**src/rtl/nn_pkg.sv**
```systemverilog
// Shared types and defaults for the network's output stage.
// Used by nn_argmax_classifier and argmax_cmp_step.
package nn_pkg;

  localparam int N_CLASSES_DEF = 10;
  localparam int SCORE_W_DEF   = 64;

  typedef logic signed [SCORE_W_DEF-1:0] score_t;

  typedef enum logic [1:0] {
    IDLE,
    SCAN,
    HOLD
  } argmax_state_t;

endpackage

```
**src/rtl/argmax_cmp_step.sv**
```systemverilog
// One combinational step of the argmax scan: folds one candidate into the running best.
// With ARGMAX_MARGIN_EN defined it also tracks the runner-up score.
module argmax_cmp_step
  import nn_pkg::*;
#(
  parameter int SCORE_W = SCORE_W_DEF,
  parameter int IDX_W   = 4
) (
  input  logic signed [SCORE_W-1:0] best,
  input  logic        [IDX_W-1:0]   best_idx,
  input  logic signed [SCORE_W-1:0] candidate,
  input  logic        [IDX_W-1:0]   cand_idx,
`ifdef ARGMAX_MARGIN_EN
  input  logic signed [SCORE_W-1:0] second_best,
  output logic signed [SCORE_W-1:0] next_second_best,
`endif
  output logic signed [SCORE_W-1:0] next_best,
  output logic        [IDX_W-1:0]   next_best_idx
);

  // Strict compare so a tie keeps the earlier (lower) index.
  always_comb begin
    next_best     = best;
    next_best_idx = best_idx;
`ifdef ARGMAX_MARGIN_EN
    next_second_best = second_best;
`endif
    if (candidate > best) begin
      next_best     = candidate;
      next_best_idx = cand_idx;
`ifdef ARGMAX_MARGIN_EN
      next_second_best = best;
`endif
    end
`ifdef ARGMAX_MARGIN_EN
    else if (candidate > second_best) begin
      next_second_best = candidate;
    end
`endif
  end

endmodule

```
**src/rtl/nn_argmax_classifier.sv**
```systemverilog
// Captures the output-layer scores and scans them one per cycle to find the winning class.
// Optional margin output (best minus runner-up) is enabled with ARGMAX_MARGIN_EN.
module nn_argmax_classifier
  import nn_pkg::*;
#(
  parameter int N_CLASSES = N_CLASSES_DEF,
  parameter int SCORE_W   = SCORE_W_DEF,
  parameter int IDX_W     = 4
) (
  input  logic                                clk,
  input  logic                                rst,
  input  logic [N_CLASSES-1:0][SCORE_W-1:0]   scores_in,
  input  logic                                in_valid,
  output logic                                in_ready,
  output logic [IDX_W-1:0]                    class_idx,
  output logic [SCORE_W-1:0]                  max_score,
  output logic                                out_valid,
  input  logic                                out_ready,
  output logic                                busy
`ifdef ARGMAX_MARGIN_EN
  ,
  output logic [SCORE_W:0]                    margin
`endif
);

  localparam logic [SCORE_W-1:0] SCORE_MIN = {1'b1, {(SCORE_W-1){1'b0}}};
  localparam logic [IDX_W-1:0]   LAST_IDX  = IDX_W'(N_CLASSES - 1);

  argmax_state_t state, state_next;

  logic [N_CLASSES-1:0][SCORE_W-1:0] scores_q;
  logic signed [SCORE_W-1:0]         best, step_best;
  logic [IDX_W-1:0]                  best_idx, step_best_idx, i;

`ifdef ARGMAX_MARGIN_EN
  logic signed [SCORE_W-1:0] second_best, step_second_best;
  logic        [SCORE_W:0]   margin_diff;
`endif

  argmax_cmp_step #(
    .SCORE_W(SCORE_W),
    .IDX_W  (IDX_W)
  ) u_step (
    .best            (best),
    .best_idx        (best_idx),
    .candidate       ($signed(scores_q[i])),
    .cand_idx        (i),
`ifdef ARGMAX_MARGIN_EN
    .second_best     (second_best),
    .next_second_best(step_second_best),
`endif
    .next_best       (step_best),
    .next_best_idx   (step_best_idx)
  );

  // Datapath: capture on acceptance, fold one score per SCAN cycle.
  always_ff @(posedge clk) begin
    if (rst) begin
      state    <= IDLE;
      best     <= '0;
      best_idx <= '0;
      i        <= '0;
`ifdef ARGMAX_MARGIN_EN
      second_best <= '0;
`endif
    end else begin
      state <= state_next;
      case (state)
        IDLE: begin
          if (in_valid) begin
            scores_q <= scores_in;
            best     <= $signed(scores_in[0]);
            best_idx <= '0;
            i        <= IDX_W'(1);
`ifdef ARGMAX_MARGIN_EN
            second_best <= $signed(SCORE_MIN);
`endif
          end
        end
        SCAN: begin
          best     <= step_best;
          best_idx <= step_best_idx;
          i        <= i + IDX_W'(1);
`ifdef ARGMAX_MARGIN_EN
          second_best <= step_second_best;
`endif
        end
        default: ;
      endcase
    end
  end

  // Next state and state-decoded handshake outputs.
  always_comb begin
    state_next = state;
    in_ready   = 1'b0;
    out_valid  = 1'b0;
    busy       = 1'b0;
    case (state)
      IDLE: begin
        in_ready = 1'b1;
        if (in_valid) state_next = (N_CLASSES == 1) ? HOLD : SCAN;
      end
      SCAN: begin
        busy = 1'b1;
        if (i == LAST_IDX) state_next = HOLD;
      end
      HOLD: begin
        busy      = 1'b1;
        out_valid = 1'b1;
        if (out_ready) state_next = IDLE;
      end
      default: state_next = IDLE;
    endcase
  end

  assign class_idx = best_idx;
  assign max_score = best;

`ifdef ARGMAX_MARGIN_EN
  // best never drops below second_best, so the widened difference is non-negative.
  assign margin_diff = {best[SCORE_W-1], best} - {second_best[SCORE_W-1], second_best};
  assign margin = (N_CLASSES == 1) ? (out_valid ? {(SCORE_W+1){1'b1}} : '0) : margin_diff;
`endif

endmodule
```
**config.mk**
```make
export PLATFORM = sky130hd
export DESIGN_NAME = nn_argmax_classifier
export DESIGN_NICKNAME = d
export VERILOG_FILES = /design/src/rtl/nn_pkg.sv /design/src/rtl/argmax_cmp_step.sv /design/src/rtl/nn_argmax_classifier.sv
export SDC_FILE = /design/constraint.sdc
export NUM_CORES = 1
export LEC_CHECK = 0
export ABC_AREA = 1
export CORE_AREA = 4 4 273 275
export DETAILED_ROUTE_END_ITERATION = 8
export DIE_AREA = 0 0 277 279
export HOLD_SLACK_MARGIN = 0.12
export PLACE_DENSITY = 0.69
export SLEW_MARGIN = 20
export SYNTH_ARGS = -nofsm -noshare
export SYNTH_HDL_FRONTEND = slang
export SYNTH_SLANG_ARGS = --single-unit
export TNS_END_PERCENT = 5
```
**constraint.sdc**
```tcl
create_clock -name clk -period 85.7 [get_ports clk]
set_input_delay 8.57 -clock clk [delete_from_list [all_inputs] [get_ports clk]]
set_output_delay 8.57 -clock clk [all_outputs]
set_load 0.03 [all_outputs]
```
==> results of run 1 <==
[logic make-up (layout without fill, tap and decap cells)]
group / Yosys count / in the layout / synth area share (%)
fa+ha+maj: 69 / 69 / 2.87
buf+inv: 261 / 972 / 3.61
mux: 63 / 63 / 2.10
flops: 714 / 714 / 68.9
other cells: 0 / 21 / 0
compound gates: 598 / 598 / 11.8
simple gates: 806 / 806 / 10.7
[worst max-delay path, stage by stage]
cell and delay (ps):
clkdlybuf4s50_1 540, nand2_1 140, nor2_4 140, buf_4 590, buf_4 960, buf_4 970
[placed cells by master, fill, tap and decap left out, types with 2 or more instances in the layout]
master           instances
clkdlybuf4s50_1        714
edfxtp_1               640
nor2_1                 341
nand2_1                329
o21ai_0                267
nand3_1                114
o221ai_1               102
a21oi_1                 96
inv_1                   84
clkbuf_16               80
dfxtp_1                 71
ha_1                    68
mux2i_1                 63
o21ai_1                 63
o22ai_1                 26
o211ai_1                26
diode_2                 21
buf_4                   20
clkbuf_1                18
clkinv_2                17
clkinv_1                14
a21oi_2                 10
nand4_1                  9
nor3_1                   5
bufinv_16                5
o21a_1                   4
inv_2                    3
inv_16                   3
clkinvlp_4               3
dfxtp_4                  3
inv_4                    2
nand3_4                  2
clkbuf_8                 2
buf_12                   2
[layer usage]
layer	global-route usage (%)	up-vias
li1	-	10500
met1	29.6	11100
met2	43.3	1056
met3	6.20	213
met4	8.77	14
met5	0	-
[layout make-up]
cell class                 count  area [sq um]
multi-input combinational   1536          8300
fill                        5930         31800
clock inverter                41           394
tap                          959          1200
antenna                       21          52.6
sequential                   714         20700
timing repair buffer         738          7380
clock buffer                 100          2100
inverter                      93           365
[power groups by stage]
stage | sequential (mW) | clock [mW] | combinational (mW)
6_report | 0.455 | 0.330 | 0.375
5_1_grt | 0.459 | 0.350 | 0.414
4_1_cts | 0.456 | 0.335 | 0.375
3_5_place_dp | 0.462 | 0 | 0.373
3_3_place_gp | 0.461 | 0 | 0.361
2_1_floorplan | 0.524 | 0 | 0.223
[metrics by stage]
step	std cells	hold WS (ps)	area [sq um]	setup slack, ps	power, mW
4_1_cts	4180	496	40400	73780	1.17
5_1_grt	4200	512	40500	73710	1.22
3_3_place_gp	4039	476	37900	73260	0.822
6_report	4202	496	40500	73910	1.16
3_5_place_dp	4039	484	37900	73090	0.835
2_1_floorplan	2511	474	30000	48920	0.748
[registers in the layout, indices dropped and copies added (netlist names)]
name and count:
class_idx 4, i 4, max_score 64, scores_q 640, state 2
[how the worst min path moves through the flow]
| stage | endpoint | slack, ps | cells after the start |
|---|---|---|---|
| final | class_idx[2] | 500 | 2 |
| after floorplan | state[1] | 470 | 2 |
| after detailed placement | class_idx[2] | 480 | 2 |
| after global placement | class_idx[3] | 480 | 2 |
| after CTS | class_idx[2] | 500 | 2 |
| after global routing | class_idx[2] | 510 | 2 |
==> results.sh, run 1 <==
export IMPL_status="complete, no violations"
export IMPL_yosysMostFrequentCell="edfxtp_1"
export IMPL_track_usage_pct=24.7
export IMPL_grt_pass1_wl_microns=145000
export IMPL_finalHoldViolCount=0
export IMPL_dieArea_sq_um=77300
export IMPL_rr_endpoint="max_score[52]"
export IMPL_fmaxAchievable_mhz=84.8
export IMPL_yosysWarnings=0
export IMPL_synthFlopType="edfxtp_1"
export IMPL_critPathLaunchType="input port"
export IMPL_maxSlewHeadroom_pct=26.1
export IMPL_initial_core_util_pct=41.5
export IMPL_hp_start="class_idx[2]"
export IMPL_worstPathRequired_ps=85930
export IMPL_synth_seq_area_share_pct=68.9
export IMPL_ys_types=33
export IMPL_cts_buffers=77
export IMPL_num_vias=22900
export IMPL_place_gp_congestion=0.906
export IMPL_fin_util_pct=56.0
export IMPL_ys_ff_latch=714
export IMPL_grt_antenna_before_repair=28
export IMPL_synth_top_area_share_pct=64.0
export IMPL_postSynth_asyncResetShare_pct=0
export IMPL_synth_edf_count=640
export IMPL_top_layer_used="met5"
export IMPL_crit_end="scores_q[264]"
export IMPL_p_leak_nw=14.4
export IMPL_ff2ff_setup_slack_ps=79470
export IMPL_wl_per_cell_microns=23.9
export IMPL_drt_met1_wl_microns=36800
export IMPL_irDropWorstVdd_mv=0.0251
export IMPL_fin_crit_sh_pct=13.8
export IMPL_switchingPower_mw=0.403
export IMPL_combPwrFrac_pct=32.3
export IMPL_area_delta_synth_final_pct=34.8
export IMPL_drv_cap=0
export IMPL_pwr_share_seq_pct=39.2
export IMPL_row_count=99
export IMPL_syn_area_per_cell_sq_um=12.0
export IMPL_chipHeight_microns=279
export IMPL_met3_wirelength_microns=8570
export IMPL_drive_gt1_share_pct=5.09
export IMPL_cts_buffer_depth=3
export IMPL_ios=715
export IMPL_drt_initial_drc_count=2339
export IMPL_wl_met2_microns=51500
export IMPL_htree_levels=3
export IMPL_rsz0062_at_grt="false"
export IMPL_totalWireLength_microns=100000
export IMPL_synthCells=2511
export IMPL_grt_ovfl_total=0
export IMPL_synth_common_cells="edfxtp_1, nor2_1, nand2_1"
export IMPL_postCtsSetupRepairBufs=0
export IMPL_clock_latency_ps=630
export IMPL_holdBufCountCts=0
export IMPL_cts_resized=0
export IMPL_rr_worst_depth=21
export IMPL_synth_nets=3224
export IMPL_dp_hpwl_microns=70200
export IMPL_cp_startpoint="in_valid"
export IMPL_min_path_type="reg2reg"
export IMPL_ant_nets=0
export IMPL_die_w_microns=277
export IMPL_slew_viol_final=0
export IMPL_clkPwrFrac_pct=28.5
export IMPL_synth_top_cell_by_area="edfxtp_1"
export IMPL_setup_viol=0
export IMPL_netlist_area_sq_um=30000
export IMPL_first_global_vias=23300
export IMPL_switching_share_pct=34.8
export IMPL_cts_tree="done"
export IMPL_core_sq_um=72300
export IMPL_first_pass_iters=8
export IMPL_crit_arrival_ps=12020
export IMPL_worstSetupPathType="in2reg"
export IMPL_p_int_mw=0.757
export IMPL_fin_setup_tns_ps=0
export IMPL_cts_sinks=714
export IMPL_path_max_fanout=84
export IMPL_finClkSkew_ps=36.5
export IMPL_port_buffers=714
export IMPL_synth_area_top_cells="edfxtp_1, dfxtp_1, o21ai_0"
export IMPL_fin_nets=3873
export IMPL_grt_max_degree=160
export IMPL_avgViaCountPerCell=5.45
export IMPL_worstMarginPinSlew_ps=1110
export IMPL_p_per_area_nw_per_um2=28.7
export IMPL_path_clk_slew_ps=60
export IMPL_r2r_start="i[0]"
export IMPL_drc=0
export IMPL_root_buffer="clkbuf_16"
export IMPL_post_route_min_period_ps=11790
export IMPL_worst_setup_path_end_kind="flop"
Note: power is estimated with default switching activity, not from simulation.
==> inputs of run 2 (changes only) <==
CORE_AREA = 4 4 280 282   (was 4 4 273 275)
DIE_AREA = 0 0 284 286   (was 0 0 277 279)
PLACE_DENSITY = 0.68   (was 0.69)
clock period = 9.5 ns   (was 85.7 ns; I/O delays follow)
==> run 2 against run 1 <==
Compared with the run above:
- count of clock-buffer cells in the layout up 7
- sequential share of layout area down 0.17 points
- power rose to 9.1 times the previous value
- sequential power rose to 9.1 times the previous value
- global-route usage down 0.59 points
- critical path depth up 15
- register-to-register slack worse by 76000 ps
- core utilization down 2.3 points
- wire length up 1.7%
- final cell count up 0.81%
- worst setup slack worse by 71000 ps
- hold slack worse by 2.3 ps
- critical path type is now reg2reg
- largest power group unchanged
==> results.sh, run 2 (same netlist as run 1, synthesis figures left out) <==
export IMPL_status="complete, no violations"
export IMPL_totalWireLength_microns=102000
export IMPL_place_gp_congestion=0.861
export IMPL_fill_cells=6432
export IMPL_first_global_vias=22600
export IMPL_rr_worst_depth=21
export IMPL_first_pass_iters=5
export IMPL_p_leak_nw=14.4
export IMPL_cts_sinks=714
export IMPL_largest_register_ff_count=640
export IMPL_htree_levels=3
export IMPL_core_sq_um=75700
export IMPL_worstPathRequired_ps=10000
export IMPL_wl_per_cell_microns=24.1
export IMPL_worstSetupPathType="reg2reg"
export IMPL_track_usage_pct=24.1
export IMPL_num_vias=22600
export IMPL_cts_buffers=79
export IMPL_switching_share_pct=34.6
export IMPL_combPwrFrac_pct=32.0
export IMPL_p_per_area_nw_per_um2=260
export IMPL_dp_hpwl_microns=71400
export IMPL_grt_pass1_wl_microns=146000
export IMPL_rr_endpoint="max_score[3]"
export IMPL_post_route_min_period_ps=6340
export IMPL_post_place_ws_ps=3380
export IMPL_fin_nets=3872
export IMPL_slew_viol_final=0
export IMPL_grt_antenna_before_repair=40
export IMPL_finClkSkew_ps=20.4
export IMPL_clock_latency_ps=620
export IMPL_clkPwrFrac_pct=28.9
export IMPL_path_max_fanout=154
export IMPL_crit_top_cell="nand2_1"
export IMPL_port_buffers=714
export IMPL_setup_viol=0
export IMPL_finalNonFillerCells=4236
export IMPL_hp_start="class_idx[3]"
export IMPL_place_inst=4056
export IMPL_pwr_share_seq_pct=39.1
export IMPL_initial_core_util_pct=39.7
export IMPL_chipHeight_microns=286
export IMPL_postCtsSetupRepairBufs=0
export IMPL_path_clk_slew_ps=70
export IMPL_crit_end="max_score[3]"
export IMPL_ff2ff_setup_slack_ps=3160
export IMPL_rsz0062_at_grt="false"
export IMPL_cts_resized=0
export IMPL_area_delta_synth_final_pct=35.2
export IMPL_cts_buffer_depth=3
export IMPL_maxSlewHeadroom_pct=29.5
export IMPL_cp_startpoint="i[0]"
export IMPL_avgViaCountPerCell=5.34
export IMPL_drt_initial_drc_count=1603
export IMPL_setup_slack_ps=3160
export IMPL_switchingPower_mw=3.65
export IMPL_ios=715
export IMPL_fmaxAchievable_mhz=158
export IMPL_worstMarginPinSlew_ps=1060
export IMPL_seq_area_sq_um=20700
export IMPL_fin_util_pct=53.7
export IMPL_min_path_type="reg2reg"
export IMPL_worstPathCellList="inv_8 > buf_12 > o21ai_0 > o221ai_1 > nand3_1 > o21ai_1 > ha_1 > nand2_1 > nor2_1 > nand3b_1 > nor3b_2 > nand2_1 > nand2_1 > nand2_1 > nand2_1 > nand2_2 > nand3_4 > buf_4 > nand3_1 > nand2_1 > nor2_1"
export IMPL_crit_arrival_ps=6850
export IMPL_drv_cap=0
export IMPL_root_buffer="clkbuf_16"
export IMPL_multiInputGateArea_sq_um=8320
export IMPL_grt_max_degree=176
export IMPL_fin_crit_sh_pct=66.8
export IMPL_worst_setup_path_end_kind="flop"
export IMPL_cpPeakStageDelay_ps=880
export IMPL_dieArea_sq_um=81200
export IMPL_final_cell_mix="clkdlybuf4s50_1, edfxtp_1, nor2_1"
export IMPL_holdBufCountCts=0
export IMPL_row_count=101
export IMPL_irDropWorstVdd_mv=0.272
export IMPL_p_int_mw=6.90
export IMPL_cts_tree="done"
export IMPL_ant_nets=0
export IMPL_drive_gt1_share_pct=5.27
export IMPL_finalHoldViolCount=0
export IMPL_hold_depth=2
export IMPL_grt_ovfl_total=0
export IMPL_crit_path_top_delay_cell="dfxtp_4"
export IMPL_top_register="scores_q"
export IMPL_die_w_microns=284
export IMPL_mostFrequentLayoutCell="clkdlybuf4s50_1"
export IMPL_critPathLaunchType="flop"
export IMPL_r2r_start="i[0]"
export IMPL_drc=0
-- run 2: per-layer routing --
metal  track usage, %  up-vias  routed length, microns
li1                 -    10500                       -
met1             28.3    11000                   38900
met2             41.4      884                   51000
met3             6.67      212                    7970
met4             10.7       18                    4050
met5                0        -                     126
-- run 2: area by class of cell --
| type | instances | share of cell area [%] |
|---|---|---|
| Antenna cell | 32 | 0.197 |
| Clock buffer | 107 | 5.32 |
| Clock inverter | 41 | 1.03 |
| Inverter | 93 | 0.899 |
| Multi-Input combinational cell | 1536 | 20.5 |
| Sequential cell | 714 | 51.0 |
| Tap cell | 978 | 3.01 |
| Timing Repair Buffer | 735 | 18.1 |
-- run 2: critical path, delay by kind of cell, from the launching register on --
kind / cells / cell delay (ps)
AOI/OAI and AO/OA: 3 / 730
adders and majority gates: 1 / 340
buffers and inverters: 3 / 1410
DFF: 1 / 880
and+or+nand+nor: 14 / 2380
-- run 2: power groups by stage --
stage	clock, mW	sequential [mW]	combinational [mW]
2_1_floorplan	0	4.41	2.02
3_3_place_gp	0	4.18	3.35
3_5_place_dp	0	4.18	3.39
4_1_cts	3.12	4.12	3.40
5_1_grt	3.24	4.16	3.75
6_report	3.05	4.12	3.38
-- run 2: worst min path at each step --
stage | to
finish | class_idx[3]
global route | class_idx[3]
floorplan | state[1]
detailed placement | class_idx[0]
global placement | class_idx[0]
CTS | class_idx[0]
-- run 2: per-stage QoR --
| stage | TNS, ps | instance area, sq um | power (mW) | hold WS (ps) |
|---|---|---|---|---|
| final | 0 | 40600 | 10.5 | 493 |
| after global routing | 0 | 40600 | 11.1 | 522 |
| after CTS | 0 | 40600 | 10.6 | 494 |
| after detailed placement | 0 | 38000 | 7.57 | 482 |
| after global placement | 0 | 38000 | 7.52 | 467 |
| after floorplan | -938170 | 30100 | 6.43 | 474 |
==> inputs of run 3 (changes only) <==
clock period = 5.3 ns   (was 9.5 ns; I/O delays follow)
==> run 3 against run 2 <==
Compared with the run above:
- clock power grew 81%
- sequential share of layout area shrank 0.31 points
- fmax grew 37%
- wire length grew 0.55%
- largest power group unchanged
==> results.sh, run 3 (same netlist as run 1, synthesis figures left out) <==
export IMPL_status="complete, no violations"
export IMPL_crit_family="buffers and inverters"
export IMPL_chipHeight_microns=286
export IMPL_hp_start="scores_in[371]"
export IMPL_row_count=101
export IMPL_drc=0
export IMPL_first_global_vias=22800
export IMPL_drv_cap=0
export IMPL_clkPwrFrac_pct=29.0
export IMPL_cts_tree="done"
export IMPL_finClkSkew_ps=25.1
export IMPL_rsz0062_at_grt="false"
export IMPL_hold_path_end="scores_q[371]"
export IMPL_switching_share_pct=34.7
export IMPL_cts_sinks=714
export IMPL_switchingPower_mw=6.61
export IMPL_postCtsSetupRepairBufs=0
export IMPL_holdWs_ps=452
export IMPL_mostFrequentLayoutCell="clkdlybuf4s50_1"
export IMPL_min_path_type="in2reg"
export IMPL_largest_register_ff_count=640
export IMPL_p_leak_nw=14.6
export IMPL_slew_viol_final=0
export IMPL_r2r_start="i[1]"
export IMPL_crit_top_cell="nand2_1"
export IMPL_initial_core_util_pct=39.7
export IMPL_crit_path_top_delay_cell="inv_4"
export IMPL_fin_util_pct=54.0
export IMPL_path_clk_slew_ps=60
export IMPL_clock_latency_ps=630
export IMPL_multiInputGateArea_sq_um=8320
export IMPL_grt_pass1_wl_microns=148000
export IMPL_wl_per_cell_microns=24.2
export IMPL_fin_nets=3897
export IMPL_path_buf_inv=4
export IMPL_cpPeakStageDelay_ps=630
export IMPL_post_route_min_period_ps=4630
export IMPL_rr_worst_depth=21
export IMPL_cts_buffers=80
export IMPL_ant_nets=0
export IMPL_avgViaCountPerCell=5.33
export IMPL_dp_hpwl_microns=72600
export IMPL_rr_endpoint="max_score[6]"
export IMPL_first_pass_iters=5
export IMPL_totalWireLength_microns=103000
export IMPL_port_buffers=714
export IMPL_finalHoldViolCount=0
export IMPL_p_per_area_nw_per_um2=466
export IMPL_worstPathCellList="inv_4 > buf_12 > buf_4 > o21ai_0 > o221ai_1 > nand3_1 > o21ai_1 > ha_1 > a21oi_1 > o21ai_0 > nand2_1 > nand2_1 > nand2_1 > nand2_1 > a21oi_1 > nand3_2 > nand3_4 > buf_12 > nand3_1 > nand2_1 > nor2_1"
export IMPL_path_max_fanout=132
export IMPL_fin_crit_sh_pct=87.3
export IMPL_pwr_share_seq_pct=38.4
export IMPL_fill_cells=6362
export IMPL_worstPathRequired_ps=5800
export IMPL_num_vias=22600
export IMPL_maxSlewHeadroom_pct=26.2
export IMPL_root_buffer="clkbuf_16"
export IMPL_core_sq_um=75700
export IMPL_crit_arrival_ps=5130
export IMPL_ios=715
export IMPL_drt_initial_drc_count=1905
export IMPL_worstMarginPinSlew_ps=1110
export IMPL_dieArea_sq_um=81200
export IMPL_cp_startpoint="i[1]"
export IMPL_worstSetupPathType="reg2reg"
export IMPL_ff2ff_setup_slack_ps=670
export IMPL_combPwrFrac_pct=32.6
export IMPL_final_cell_mix="clkdlybuf4s50_1, edfxtp_1, nor2_1"
export IMPL_drive_gt1_share_pct=6.12
export IMPL_place_gp_congestion=0.842
export IMPL_irDropWorstVdd_mv=0.433
export IMPL_top_register="scores_q"
export IMPL_track_usage_pct=24.3
export IMPL_hold_depth=1
export IMPL_seq_area_sq_um=20700
export IMPL_cts_buffer_depth=3
export IMPL_grt_max_degree=158
export IMPL_setup_viol=0
export IMPL_area_delta_synth_final_pct=36.1
export IMPL_holdBufCountCts=0
export IMPL_grt_antenna_before_repair=25
export IMPL_die_w_microns=284
export IMPL_grt_ovfl_total=0
export IMPL_p_int_mw=12.4
export IMPL_worst_setup_path_end_kind="flop"
export IMPL_htree_levels=3
export IMPL_fmaxAchievable_mhz=216
export IMPL_critPathLaunchType="flop"
export IMPL_cts_resized=0
==> run 3: area by class of cell <==
class	count	share of cell area [%]
antenna	22	0.135
clock inverter	48	1.27
clock buffer	99	5.12
inverter	93	0.893
timing repair buffer	759	18.6
sequential	714	50.7
tap	978	2.99
multi-input combinational	1536	20.4
==> run 3: power by group through the flow <==
stage	Combinational [mW]	Sequential (mW)	Clock, mW
global placement	6.14	7.40	0
finish	6.20	7.30	5.53
floorplan	3.64	7.91	0
global route	6.88	7.36	5.89
detailed placement	6.23	7.42	0
CTS	6.26	7.31	5.63
==> run 3: worst max path at each step <==
stage / slack, ps / to / cells after the start
final: 670 / max_score[6] / 21
after global routing: 360 / max_score[3] / 21
after CTS: 710 / max_score[2] / 21
after detailed placement: 740 / max_score[6] / 21
after global placement: 860 / max_score[2] / 21
after floorplan: -5240 / scores_q[0] / 4
==> run 3: through the flow <==
step	power [mW]	worst slack, ps	instances	area [sq um]	setup TNS (ps)
final	19.0	671	4249	40900	0
after global routing	20.1	358	4246	40900	0
after CTS	19.2	712	4227	40800	0
after detailed placement	13.6	745	4080	38200	0
after global placement	13.5	865	4080	38200	0
after floorplan	11.5	-5240	2511	30100	-3355090
==> run 3: worst register-to-register path: cells and delay by family, from the launching register on <==
family	cells	cell delay (ps)
AO/OA/AOI/OAI	6	1100
AND/OR/NAND/NOR	10	1230
adder cells (fa/ha/maj)	1	270
buffers and inverters	4	1560
flip-flops	1	370
==> run 3: metal layers <==
layer / GRT usage (%) / part of all wire, % / vias to the layer above
li1: - / - / 10500
met1: 29.5 / 39 / 11000
met2: 42.2 / 50 / 903
met3: 6.17 / 7.8 / 183
met4: 8.92 / 3.5 / 8
met5: 0 / 0.045 / -
